**src/rtl/write_buffer_if.sv**
```systemverilog
// -----------------------------------------------------------------------------
// write_buffer_if
//
// Bundle of every signal exchanged between the write buffer and its neighbours
// (the write-through data cache on one side, main data memory on the other).
//
//   slave  modport : used by write_buffer itself
//   master modport : used by whatever drives the buffer (cache + memory model)
//
// Signals:
//   wr_req, wr_addr, wr_data   cache -> buffer   store push
//   wb_full, wb_empty          buffer -> cache   occupancy flags
//   mem_wr_en, mem_addr,
//   mem_wdata                  buffer -> memory  head entry offered to memory
//   mem_ready                  memory -> buffer  memory accepts the head entry
//   fwd_addr                   cache -> buffer   load address to look up
//   fwd_hit, fwd_data          buffer -> cache   store-to-load forwarding result
// -----------------------------------------------------------------------------
interface write_buffer_if #(
   parameter int WIDTH  = 32,
   parameter int ADDR_W = 10
);

   logic              wr_req;
   logic [ADDR_W-1:0] wr_addr;
   logic [WIDTH-1:0]  wr_data;
   logic              wb_full;
   logic              wb_empty;
   logic              mem_wr_en;
   logic [ADDR_W-1:0] mem_addr;
   logic [WIDTH-1:0]  mem_wdata;
   logic              mem_ready;
   logic [ADDR_W-1:0] fwd_addr;
   logic              fwd_hit;
   logic [WIDTH-1:0]  fwd_data;

   modport slave (
      input  wr_req, wr_addr, wr_data, mem_ready, fwd_addr,
      output wb_full, wb_empty, mem_wr_en, mem_addr, mem_wdata, fwd_hit, fwd_data
   );

   modport master (
      output wr_req, wr_addr, wr_data, mem_ready, fwd_addr,
      input  wb_full, wb_empty, mem_wr_en, mem_addr, mem_wdata, fwd_hit, fwd_data
   );

endinterface : write_buffer_if

```
**src/rtl/write_buffer.sv**
```systemverilog
// -----------------------------------------------------------------------------
// write_buffer
//
// Posted-write FIFO between the write-through data cache and slow main memory.
// Stores are pushed in a single cycle; entries drain strictly in order to
// memory over a valid/ready handshake (mem_wr_en / mem_ready).
//
// Parameters:
//   WIDTH   data word width
//   ADDR_W  word-address width
//   DEPTH   number of entries (power of two, >= 2)
//
// Ports:
//   clk     rising-edge clock
//   rst     asynchronous, active-low reset; discards every pending write
//   bus     write_buffer_if.slave (push side, memory side, forwarding lookup)
//
// Build option:
//   WB_FORWARD_EN  when defined, loads can pick up data from pending entries
//                  (fwd_hit / fwd_data); when undefined both are tied to 0 and
//                  no compare logic exists.
// -----------------------------------------------------------------------------
module write_buffer #(
   parameter int WIDTH  = 32,
   parameter int ADDR_W = 10,
   parameter int DEPTH  = 4
) (
   input  logic          clk,
   input  logic          rst,
   write_buffer_if.slave bus
);

   localparam int PTR_W = $clog2(DEPTH);
   localparam int CNT_W = PTR_W + 1;

   typedef enum logic [1:0] {
      OCC_EMPTY   = 2'd0,
      OCC_PARTIAL = 2'd1,
      OCC_FULL    = 2'd2
   } occ_e;

   typedef struct packed {
      logic [ADDR_W-1:0] addr;
      logic [WIDTH-1:0]  data;
   } entry_t;

   entry_t            entry_q [DEPTH];
   logic [PTR_W-1:0]  head_q, head_d;
   logic [PTR_W-1:0]  tail_q, tail_d;
   logic [CNT_W-1:0]  count_q, count_d;

   occ_e              occ;
   logic              push;
   logic              pop;

   // ---------------------------------------------------------------------------
   // Occupancy is decoded from the registered count only, so the flags change
   // in the cycle after the edge that moved the count.
   // ---------------------------------------------------------------------------
   always_comb begin
      if (count_q == '0)
         occ = OCC_EMPTY;
      else if (count_q == CNT_W'(DEPTH))
         occ = OCC_FULL;
      else
         occ = OCC_PARTIAL;
   end

   // A push into a full buffer is refused even when a pop happens in the same
   // cycle: the pusher only sees the registered wb_full.
   assign push = bus.wr_req && (occ != OCC_FULL);
   assign pop  = (occ != OCC_EMPTY) && bus.mem_ready;

   // NOTE: next-state logic is purely combinational; every variable gets a
   // default at the top of the block so no latch can be inferred.
   always_comb begin
      head_d  = head_q;
      tail_d  = tail_q;
      count_d = count_q;
      if (pop)
         head_d = head_q + PTR_W'(1);
      if (push)
         tail_d = tail_q + PTR_W'(1);
      case ({push, pop})
         2'b10:   count_d = count_q + CNT_W'(1);
         2'b01:   count_d = count_q - CNT_W'(1);
         default: count_d = count_q;
      endcase
   end

   // NOTE: sequential state uses non-blocking assignments only, so every
   // register samples the pre-edge values of the others.
   always_ff @(posedge clk or negedge rst) begin
      if (!rst) begin
         head_q  <= '0;
         tail_q  <= '0;
         count_q <= '0;
      end else begin
         head_q  <= head_d;
         tail_q  <= tail_d;
         count_q <= count_d;
      end
   end

   // NOTE: the entry array is reset on purpose: mem_addr / mem_wdata read the
   // head entry directly, and they must show 0 after reset.
   always_ff @(posedge clk or negedge rst) begin
      if (!rst) begin
         for (int i = 0; i < DEPTH; i++)
            entry_q[i] <= '0;
      end else if (push) begin
         entry_q[tail_q] <= '{addr: bus.wr_addr, data: bus.wr_data};
      end
   end

   // ---------------------------------------------------------------------------
   // Outputs toward cache and memory. mem_wr_en follows the count register,
   // so it drops asynchronously with reset.
   // ---------------------------------------------------------------------------
   assign bus.wb_full   = (occ == OCC_FULL);
   assign bus.wb_empty  = (occ == OCC_EMPTY);
   assign bus.mem_wr_en = (occ != OCC_EMPTY);
   assign bus.mem_addr  = entry_q[head_q].addr;
   assign bus.mem_wdata = entry_q[head_q].data;

   // ---------------------------------------------------------------------------
   // Store-to-load forwarding
   // ---------------------------------------------------------------------------
`ifdef WB_FORWARD_EN
   logic [PTR_W-1:0] fwd_idx;
   logic             fwd_hit_c;
   logic [WIDTH-1:0] fwd_data_c;

   // Walk from oldest (head) to youngest; a later match overwrites an earlier
   // one, so the youngest matching store wins. Slot offset i is valid only
   // while i < count, which excludes stale slots and same-cycle pushes.
   always_comb begin
      fwd_idx    = '0;
      fwd_hit_c  = 1'b0;
      fwd_data_c = '0;
      for (int i = 0; i < DEPTH; i++) begin
         fwd_idx = head_q + PTR_W'(i);
         if ((CNT_W'(i) < count_q) && (entry_q[fwd_idx].addr == bus.fwd_addr)) begin
            fwd_hit_c  = 1'b1;
            fwd_data_c = entry_q[fwd_idx].data;
         end
      end
   end

   assign bus.fwd_hit  = fwd_hit_c;
   assign bus.fwd_data = fwd_data_c;
`else
   // Without forwarding the cache stalls loads until wb_empty; the lookup
   // address is intentionally left unconnected.
   logic unused_fwd_addr;
   assign unused_fwd_addr = ^bus.fwd_addr;

   assign bus.fwd_hit  = 1'b0;
   assign bus.fwd_data = '0;
`endif

endmodule : write_buffer

```
**src/flat_wrapper.sv**
```systemverilog
// flat-port wrapper written by rule: the top's interface ports become plain ports
module write_buffer_flat 
#(
   parameter int WIDTH  = 32,
   parameter int ADDR_W = 10,
   parameter int DEPTH  = 4
)
  (clk, rst, bus_wr_req, bus_wr_addr, bus_wr_data, bus_mem_ready, bus_fwd_addr, bus_wb_full, bus_wb_empty, bus_mem_wr_en, bus_mem_addr, bus_mem_wdata, bus_fwd_hit, bus_fwd_data);
  write_buffer_if #(.WIDTH(WIDTH), .ADDR_W(ADDR_W)) bus_i ();
  input  logic clk;
  input  logic rst;
  input wire logic [$bits(bus_i.wr_req)-1:0] bus_wr_req;
  input wire logic [$bits(bus_i.wr_addr)-1:0] bus_wr_addr;
  input wire logic [$bits(bus_i.wr_data)-1:0] bus_wr_data;
  input wire logic [$bits(bus_i.mem_ready)-1:0] bus_mem_ready;
  input wire logic [$bits(bus_i.fwd_addr)-1:0] bus_fwd_addr;
  output wire logic [$bits(bus_i.wb_full)-1:0] bus_wb_full;
  output wire logic [$bits(bus_i.wb_empty)-1:0] bus_wb_empty;
  output wire logic [$bits(bus_i.mem_wr_en)-1:0] bus_mem_wr_en;
  output wire logic [$bits(bus_i.mem_addr)-1:0] bus_mem_addr;
  output wire logic [$bits(bus_i.mem_wdata)-1:0] bus_mem_wdata;
  output wire logic [$bits(bus_i.fwd_hit)-1:0] bus_fwd_hit;
  output wire logic [$bits(bus_i.fwd_data)-1:0] bus_fwd_data;
  assign bus_i.wr_req = bus_wr_req;
  assign bus_i.wr_addr = bus_wr_addr;
  assign bus_i.wr_data = bus_wr_data;
  assign bus_i.mem_ready = bus_mem_ready;
  assign bus_i.fwd_addr = bus_fwd_addr;
  assign bus_wb_full = bus_i.wb_full;
  assign bus_wb_empty = bus_i.wb_empty;
  assign bus_mem_wr_en = bus_i.mem_wr_en;
  assign bus_mem_addr = bus_i.mem_addr;
  assign bus_mem_wdata = bus_i.mem_wdata;
  assign bus_fwd_hit = bus_i.fwd_hit;
  assign bus_fwd_data = bus_i.fwd_data;
  write_buffer #(.WIDTH(WIDTH), .ADDR_W(ADDR_W), .DEPTH(DEPTH)) u_core (.clk(clk), .rst(rst), .bus(bus_i));
endmodule
```
**config.mk**
```make
export PLATFORM = sky130hd
export DESIGN_NAME = write_buffer_flat
export DESIGN_NICKNAME = d
export VERILOG_FILES = /design/src/rtl/write_buffer_if.sv /design/src/rtl/write_buffer.sv /design/src/flat_wrapper.sv
export SDC_FILE = /design/constraint.sdc
export NUM_CORES = 1
export LEC_CHECK = 0
export CORE_UTILIZATION = 48
export DETAILED_ROUTE_END_ITERATION = 12
export GPL_TIMING_DRIVEN = 0
export HOLD_SLACK_MARGIN = 0.12
export PLACE_DENSITY = 0.72
export SYNTH_ARGS = -nofsm -noshare
export SYNTH_HDL_FRONTEND = slang
export SYNTH_SLANG_ARGS = --single-unit
```
**constraint.sdc**
```tcl
create_clock -name clk -period 2.1 [get_ports clk]
set_clock_uncertainty 0.1 [all_clocks]
set_input_delay 0.42 -clock clk [delete_from_list [all_inputs] [get_ports clk]]
set_output_delay 0.42 -clock clk [all_outputs]
set_load 0.03 [all_outputs]
```
## Word level (Yosys, flattened, before mapping)

Cells that the tools add are included.
W data, S select, Z words.

- Multiplexer cells: 9
- Add/subtract/negate cells: 4
- Reductions and logical operators: 7
- Bitwise gates (word level): 2
- Magnitude comparators: 3
- Eq/ne operators: 5

Operators by type and width:

| kind | count |
|---|---|
| $bwmux W168 | 1 |
| $mux W42 | 3 |
| $bmux W42 S2 | 1 |
| $demux W42 S2 | 1 |
| $ge A3 B3 Y1 const B | 2 |
| $not A2 Y3 | 2 |
| $pmux W3 S2 | 1 |
| $add A2 B1 Y2 const B | 2 |
| $eq A2 B2 Y1 const B | 2 |
| $mux W2 | 2 |
| $reduce_bool A2 Y1 | 2 |
| $add A3 B1 Y3 const B | 1 |
| $eq A3 B3 Y1 const B | 1 |
| $logic_and A1 B1 Y1 | 3 |
| $logic_not A3 Y1 | 1 |
| $lt A3 B1 Y1 const B | 1 |
| $sub A3 B1 Y3 const B | 1 |
| $eq A2 B1 Y1 const B | 1 |
| $logic_not A2 Y1 | 1 |
| $ne A2 B2 Y1 const B | 1 |

- Input port bits: 56
- Logic and storage cells: 41
- Output and inout port bits: 78
- Bits in registers: 175

## Depth between registers and ports, before layout

Gate-level depths: netlist of run 1.

- Depth in word-level cells: 7
- Depth in mapped cells: 8
- Gate-level depth less buffers: 8

## Worst setup path after synthesis of run 1

No wires, ideal clock.

- Path type: register -> register
- Start point: register u_core.count_q[0]
- End point: register u_core.count_q[2]
- Stages on the path, launching flop included: 9
- Data arrival time: 2316 ps
- Period minus slack after synthesis: 2495 ps
- Data required time: 1921 ps
- Path slack: -395 ps
- Setup time: 79 ps
- Buffers on the path: 0
- Path through: dfrtp_1 nor3b_2 nand2b_1 ha_1 inv_1 fa_1 xor2_1 nor2_1 xor2_1

- Word-level cells in the longest chain between the ends: 7
- Elaborated cells on any way between the ends: 14
- Those cells by class: add/sub (2); eq/ne (4); mux (3); reduce/logical (5)

RTL lines:

| element | line | source |
|---|---|---|
| start: declaration | write_buffer.sv:50 | `logic [CNT_W-1:0] count_q, count_d;` |
| start signal: assignment | write_buffer.sv:101 | `count_q <= count_d;` |
| $eq A3 B3 Y1 | write_buffer.sv:63 | `else if (count_q == CNT_W'(DEPTH))` |
| $mux W2 | write_buffer.sv:63 |  |
| $mux W2 | write_buffer.sv:61 | `if (count_q == '0)` |
| $ne A2 B2 Y1 / $reduce_bool A2 Y1 (equally long branches) | write_buffer.sv:71, write_buffer.sv:72 |  |
| $logic_and A1 B1 Y1 (on tied branches) | write_buffer.sv:71, write_buffer.sv:72 |  |
| $eq A2 B1 Y1 / $eq A2 B2 Y1 (equally long branches) | write_buffer.sv:84 | `case ({push, pop})` |
| $pmux W3 S2 / $reduce_bool A2 Y1 (equally long branches) | -- |  |

Several ways; a longest one is shown, not always the timed one.
A chain may end at the register's enable or synchronous reset.

## Worst setup path after layout of run 1

- Start point: register u_core.head_q[0]
- End point: output bus_mem_wdata[18]

- Word-level cells in the longest chain between the ends: 4

RTL lines:

| element | line | source |
|---|---|---|
| start: declaration | write_buffer.sv:48 | `logic [PTR_W-1:0] head_q, head_d;` |
| start signal: assignment | write_buffer.sv:95 | `head_q <= '0;` |
| start signal: assignment | write_buffer.sv:99 | `head_q <= head_d;` |
| $not A2 Y3 (not written as such) | write_buffer.sv:124 | `assign bus.mem_wdata = entry_q[head_q].data;` |
| $bmux W42 S2 | write_buffer.sv:124 |  |
| $mux W42 (2 in a row) | -- |  |
| end: declaration | flat_wrapper.sv:21 | `output wire logic [$bits(bus_i.mem_wdata)-1:0] bus_mem_wdata;` |

No other way between the ends. The select of a mux whose other input is x is not followed.

==> flow_summary.json, run 1 <==
{
  "top_usage_layer": "met2",
  "critical_path.max_stage_delay_ns": 0.56,
  "cts.reportedPaths.clkPinSlew_ns": 0.06,
  "tns_ns": -8.23,
  "seq_area_frac_synth_pct": 54.9,
  "placed_cell_area_um2": 9340,
  "crit_path_max_fanout": 10,
  "hold_viol_final": 0,
  "grtUsageTotal_pct": 19.9,
  "ir_worst_vdd_mv": 1.11,
  "rows": 46,
  "critPathLaunchType": "register",
  "period_share_pct": 111,
  "pre_cts_ws_ns": -0.780,
  "synth_fa_ha_area_share_pct": 1.03,
  "cts_buffer_depth": 2,
  "clock_latency_ns": 0.42,
  "worst_pin_slew_ns": 0.561,
  "synth_compound_area_share_pct": 0.110,
  "avgSynthCellArea_um2": 16.7,
  "crit_arrival_ns": 1.82,
  "io_pins": 134,
  "wl_per_cell_um": 18.2,
  "synth_cells": 479,
  "violations": "setup timing",
  "seq_area_um2": 4380,
  "p_leak_nw": 4.39,
  "multi_input_area_um2": 3230,
  "critPathCaptureType": "output pin",
  "crit_slowest_cell": "mux4_2",
  "core_um2": 16100,
  "initial_core_util_pct": 49.7,
  "cts_made_buffers": 17,
  "dr_total_vias": 4387,
  "routed_via_density": 5.13,
  "drv_cap": 0,
  "drt_wl_total_mm": 15.5,
  "antenna_found_initial": 0,
  "timing.final.ws_setup_ns": -0.241,
  "drt_iter0_drc": 142,
  "async_reset_ff_share_pct": 100,
  "port_buffers": 90,
  "ys_ff_latch": 175,
  "dieArea_um2": 17200,
  "maxSlewViolCount": 0,
  "grt_pass1_wl_mm": 25.0,
  "critical_path.top_delay_family": "multiplexers",
  "finalWeightedCongestion": 0.710,
  "final_common_cell": "dfrtp_1",
  "synth-simple-area-share_pct": 0.909,
  "max_clock_freq_ghz": 0.427,
  "power.total_w": 0.0191,
  "met3_usage_pct": 4.64,
  "root_buffer": "clkbuf_16",
  "die_h_um": 131,
  "grt_overflow_total": 0,
  "synth.mux.area_fraction_pct": 35.8,
  "synth.distinct_cells": 22,
  "rsz0062_at_grt": "yes",
  "power_density_nw_per_um2": 1870,
  "numClockSinks": 175,
  "final_nets": 689,
  "synth_xor_area_share_pct": 0.658,
  "ys_warn_count": 0,
  "synth_top_family_by_area": "multiplexers",
  "worstPathRequired_ns": 1.58,
  "path_buf_inv": 3,
  "hold_path.class": "reg -> reg",
  "ant_nets": 0,
  "hpwl_mm": 10.4,
  "num_antenna_cells": 0,
  "cts.htree.levels": 4,
  "cpMostUsedCell": "buf_12",
  "die_w_um": 131,
  "path_cells": "buf_12, buf_12, mux4_2, buf_6",
  "fin_area_um2": 10200,
  "maxSlewHeadroom_pct": 62.6,
  "fin_cells": 856,
  "area_growth_pct": 27.7,
  "grt_pass1_vias": 4762,
  "yosys_most_used_dff": "dfrtp_1",
  "setup_viol": 42,
  "cts_tree": "built",
  "gr-usage-met1_pct": 24.8,
  "dr.pass1.iters": 4,
  "crit_type": "reg -> out",
  "syn_area_um2": 7980,
  "final_cell_mix": "dfrtp_1, mux2_2, buf_6, clkdlybuf4s50_1, mux4_2",
  "grtUsageMet2_pct": 34.2,
  "dp.cells": 818,
  "drc": 0,
  "final_layout_size_suffix_gt1_share_pct": 56.4,
  "status": "finished with violations",
  "fin_crit_ns": 2.34,
  "grt_max_degree": 104,
  "synth_edf_count": 0,
  "fillCellCount": 1175
}
==> layout make-up <==
| cell class | instances | share of cell area, % |
|---|---|---|
| buffer | 58 | 5.83 |
| clock buffer | 22 | 4.46 |
| clock inverter | 10 | 2.05 |
| inverter | 6 | 0.221 |
| multi-input combinational | 271 | 31.7 |
| sequential | 175 | 43.0 |
| tap | 216 | 2.65 |
| timing repair buffer | 98 | 10.1 |
==> what timing repair did <==
action                                  4_1_cts  5_1_grt
endpoints found under the setup margin       46       43
gates resized for setup                     336        2
setup buffers                                 3        3
pin swaps                                     1        2
hold endpoints to repair                     72        0
hold buffers                                  1        0
==> metrics by stage <==
stage	hold slack [ns]	util, %
2_1_floorplan	0.0244	-
3_3_place_gp	0.383	57.9
3_5_place_dp	0.324	58.1
4_1_cts	0.406	63.3
5_1_grt	0.417	63.5
6_report	0.402	63.5
==> flip-flops by register name, indices dropped and copies added (netlist names) <==
| signal | count |
|---|---|
| u_core.entry_q | 168 |
| u_core.head_q | 2 |
| u_core.count_q | 3 |
| u_core.tail_q | 2 |
==> synth_stat cells (4+ instances only) <==
master	n	area, um^2
buf_2	5	25.0
buf_4	33	248
buf_6	4	45.0
clkbuf_1	5	18.8
clkbuf_8	12	165
dfrtp_1	175	4380
ha_1	5	62.6
inv_1	6	22.5
mux2_2	169	1900
mux4_2	42	946
nand2_1	5	18.8
nor2_2	4	25.0
==> report_power, final <==
group	total, W	leakage (nW)	internal (W)	switching, W
registers	0.00602	2.07	0.00513	0.000891
logic	0.00956	2.00	0.00521	0.00435
clock network	0.00353	0.315	0.00226	0.00127
total	0.0191	4.39	0.0126	0.00651
==> routing by layer <==
metal  vias to the layer above  part of all wire, %
met2                        91                   51
li1                       1984                    -
met3                        17                  3.6
met1                      2295                   44
met4                         0                  1.3
met5                         -                    0
==> cells by family after synthesis <==
family          Yosys count
other cells               1
simple gates             13
compound gates            1
fa+ha+maj                 6
mux                     212
flops                   175
xor+xnor                  6
buf+inv                  65
==> path summary, 6_finish.rpt <==
kind / startpoint / endpoint / slack (ns) / cells after the start
max: u_core.head_q[0] / bus_mem_wdata[18] / -0.24 / 4
min: u_core.entry_q[46] / u_core.entry_q[46] / 0.40 / 1
max reg2reg: u_core.count_q[2] / u_core.entry_q[39] / 0.11 / 5
min reg2reg: u_core.entry_q[46] / u_core.entry_q[46] / 0.40 / 1
max in group asynchronous: rst / u_core.entry_q[139] / 0.61 / 3
min in group asynchronous: rst / u_core.entry_q[161] / 0.42 / 2
No activity file was read; power rests on OpenSTA's default activity.
==> run 2, diff against run 1 <==
--- a/config.mk
+++ b/config.mk
@@ -10,6 +10,7 @@
 export GPL_TIMING_DRIVEN = 0
 export HOLD_SLACK_MARGIN = 0.12
 export PLACE_DENSITY = 0.72
+export SLEW_MARGIN = 20
 export SYNTH_ARGS = -nofsm -noshare
 export SYNTH_HDL_FRONTEND = slang
 export SYNTH_SLANG_ARGS = --single-unit
==> results of run 2 <==
Final layout, timing and power as in run 1 (identical DEF).
==> run 3, diff against run 2 <==
--- a/config.mk
+++ b/config.mk
@@ -5,7 +5,9 @@
 export SDC_FILE = /design/constraint.sdc
 export NUM_CORES = 1
 export LEC_CHECK = 0
-export CORE_UTILIZATION = 48
+export CELL_PAD_IN_SITES_DETAIL_PLACEMENT = 0
+export CELL_PAD_IN_SITES_GLOBAL_PLACEMENT = 1
+export CORE_UTILIZATION = 40
 export DETAILED_ROUTE_END_ITERATION = 12
 export GPL_TIMING_DRIVEN = 0
 export HOLD_SLACK_MARGIN = 0.12
==> flow_summary.json, run 3 (synthesis results as in run 1) <==
{
  "status": "finished with violations",
  "violations": "setup timing",
  "core_um2": 19500,
  "hold_path.class": "in -> async",
  "drt_iter0_drc": 196,
  "ir_worst_vdd_mv": 0.961,
  "period_share_pct": 111,
  "clock_latency_ns": 0.43,
  "pre_cts_ws_ns": -0.915,
  "cts_buffer_depth": 2,
  "final_cell_mix": "dfrtp_1, mux2_2, buf_6, clkdlybuf4s50_1, mux4_2",
  "port_buffers": 90,
  "hold-worst-slack_ns": 0.315,
  "max_clock_freq_ghz": 0.430,
  "cts_made_buffers": 17,
  "antenna_found_initial": 0,
  "netSwitchingFraction_pct": 35.0,
  "numClockSinks": 175,
  "wl_per_cell_um": 18.2,
  "pwr-share-seq_pct": 31.7,
  "p_leak_nw": 4.39,
  "final_layout_size_suffix_gt1_share_pct": 57.2,
  "worstPathRequired_ns": 1.58,
  "critPathLaunchType": "register",
  "grt_pass1_wl_mm": 26.5,
  "cts.htree.levels": 4,
  "num_antenna_cells": 0,
  "cts_tree": "built",
  "pwr-share-clk_pct": 17.8,
  "largest_reg_flops": 168,
  "crit_path_max_fanout": 10,
  "grt_overflow_total": 0,
  "fin_crit_ns": 2.33,
  "fin_util_pct": 52.5,
  "io_pins": 134,
  "power_frac_comb_pct": 50.5,
  "grt_max_degree": 85,
  "crit_type": "reg -> out",
  "grt_pass1_vias": 4878,
  "rsz0062_at_grt": "yes",
  "hpwl_mm": 11.2,
  "finalWeightedCongestion": 0.696,
  "power_density_nw_per_um2": 1860,
  "crit_slowest_cell": "mux4_2",
  "die_w_um": 143,
  "largest_register": "u_core.entry_q",
  "rows": 51,
  "root_buffer": "clkbuf_16",
  "area_growth_pct": 28.4,
  "timing.final.ws_setup_ns": -0.227,
  "routed_via_density": 4.90,
  "dieArea_um2": 20500,
  "initial_core_util_pct": 40.9,
  "switchingPower_w": 0.00667,
  "final_nets": 689,
  "p_int_w": 0.0124,
  "grtUsageTotal_pct": 17.5,
  "cts.reportedPaths.clkPinSlew_ns": 0.07,
  "critPathCaptureType": "output pin",
  "dr_total_vias": 4435,
  "ant_nets": 0,
  "crit_arrival_ns": 1.81,
  "hold_viol_final": 0,
  "maxSlewViolCount": 0,
  "power.total_w": 0.0190,
  "cpMostUsedCell": "buf_12",
  "reg.largest.list": "u_core.entry_q x168, u_core.count_q x3",
  "drt_wl_total_mm": 16.4,
  "critical_path.max_stage_delay_ns": 0.55,
  "final_common_cell": "dfrtp_1",
  "path_cells": "buf_12, buf_12, mux4_2, buf_6",
  "dr.pass1.iters": 4,
  "die_h_um": 143,
  "setup_viol": 42,
  "drc": 0,
  "drv_cap": 0
}
## run 3: metal layers
metal	global-route usage, %	wire length [um]	vias up
met5	0	0	-
met4	5.54	226	0
met3	4.12	609	16
met2	29.4	8440	90
met1	22.3	7160	2356
li1	-	-	1973
## run 3: stage by stage
step / cell area [um^2] / std cells / setup TNS [ns]
after floorplan: 8130 / 511 / -0.217
after global placement: 9360 / 866 / -1163.07
after detailed placement: 9420 / 868 / -76.85
after CTS: 10200 / 904 / -9.63
after global routing: 10200 / 905 / -11.54
final: 10200 / 905 / -8.19
## run 3: final timing paths
check	cells after the start	slack, ns	endpoint	startpoint
setup / recovery	4	-0.23	bus_mem_wdata[8]	u_core.head_q[0]
hold / removal	2	0.31	u_core.entry_q[77]	rst
setup reg to reg	8	0.09	u_core.count_q[2]	u_core.count_q[1]
hold reg to reg	1	0.40	u_core.entry_q[75]	u_core.entry_q[75]
max in group asynchronous	4	0.57	u_core.entry_q[100]	rst
min in group clk	1	0.40	u_core.entry_q[75]	u_core.entry_q[75]
## run 3: layout make-up
cell class	instances	area, um^2
clock buffers	17	425
fillers	1672	9280
repair buffers	98	1060
inverters	6	22.5
clock inverters	15	208
multi-input cells	271	3230
well taps	265	332
flip-flops and latches	175	4380
plain buffers	58	592
## run 3: timing repair
action | 4_1_cts | 5_1_grt
setup buffers | 4 | 1
setup endpoints to repair | 46 | 43
hold buffers | 1 | 0
gates resized for setup | 336 | 4
gates cloned | 0 | 0
endpoints found under the hold margin | 106 | 0
pin swaps | 1 | 0
## run 3: critical path, delay by kind of cell (launching register included)
family                 cells  cell delay, ns
buffers and inverters      3            0.46
flip-flops                 1            0.37
multiplexers               1            0.55
## run 3: power by group through the flow
stage          Sequential, W  Clock, W  Combinational, W
4_1_cts              0.00604   0.00346           0.00978
5_1_grt              0.00626   0.00363            0.0102
2_1_floorplan        0.00573         0           0.00646
3_3_place_gp         0.00589         0           0.00897
6_report             0.00603   0.00338           0.00962
3_5_place_dp         0.00607         0           0.00918
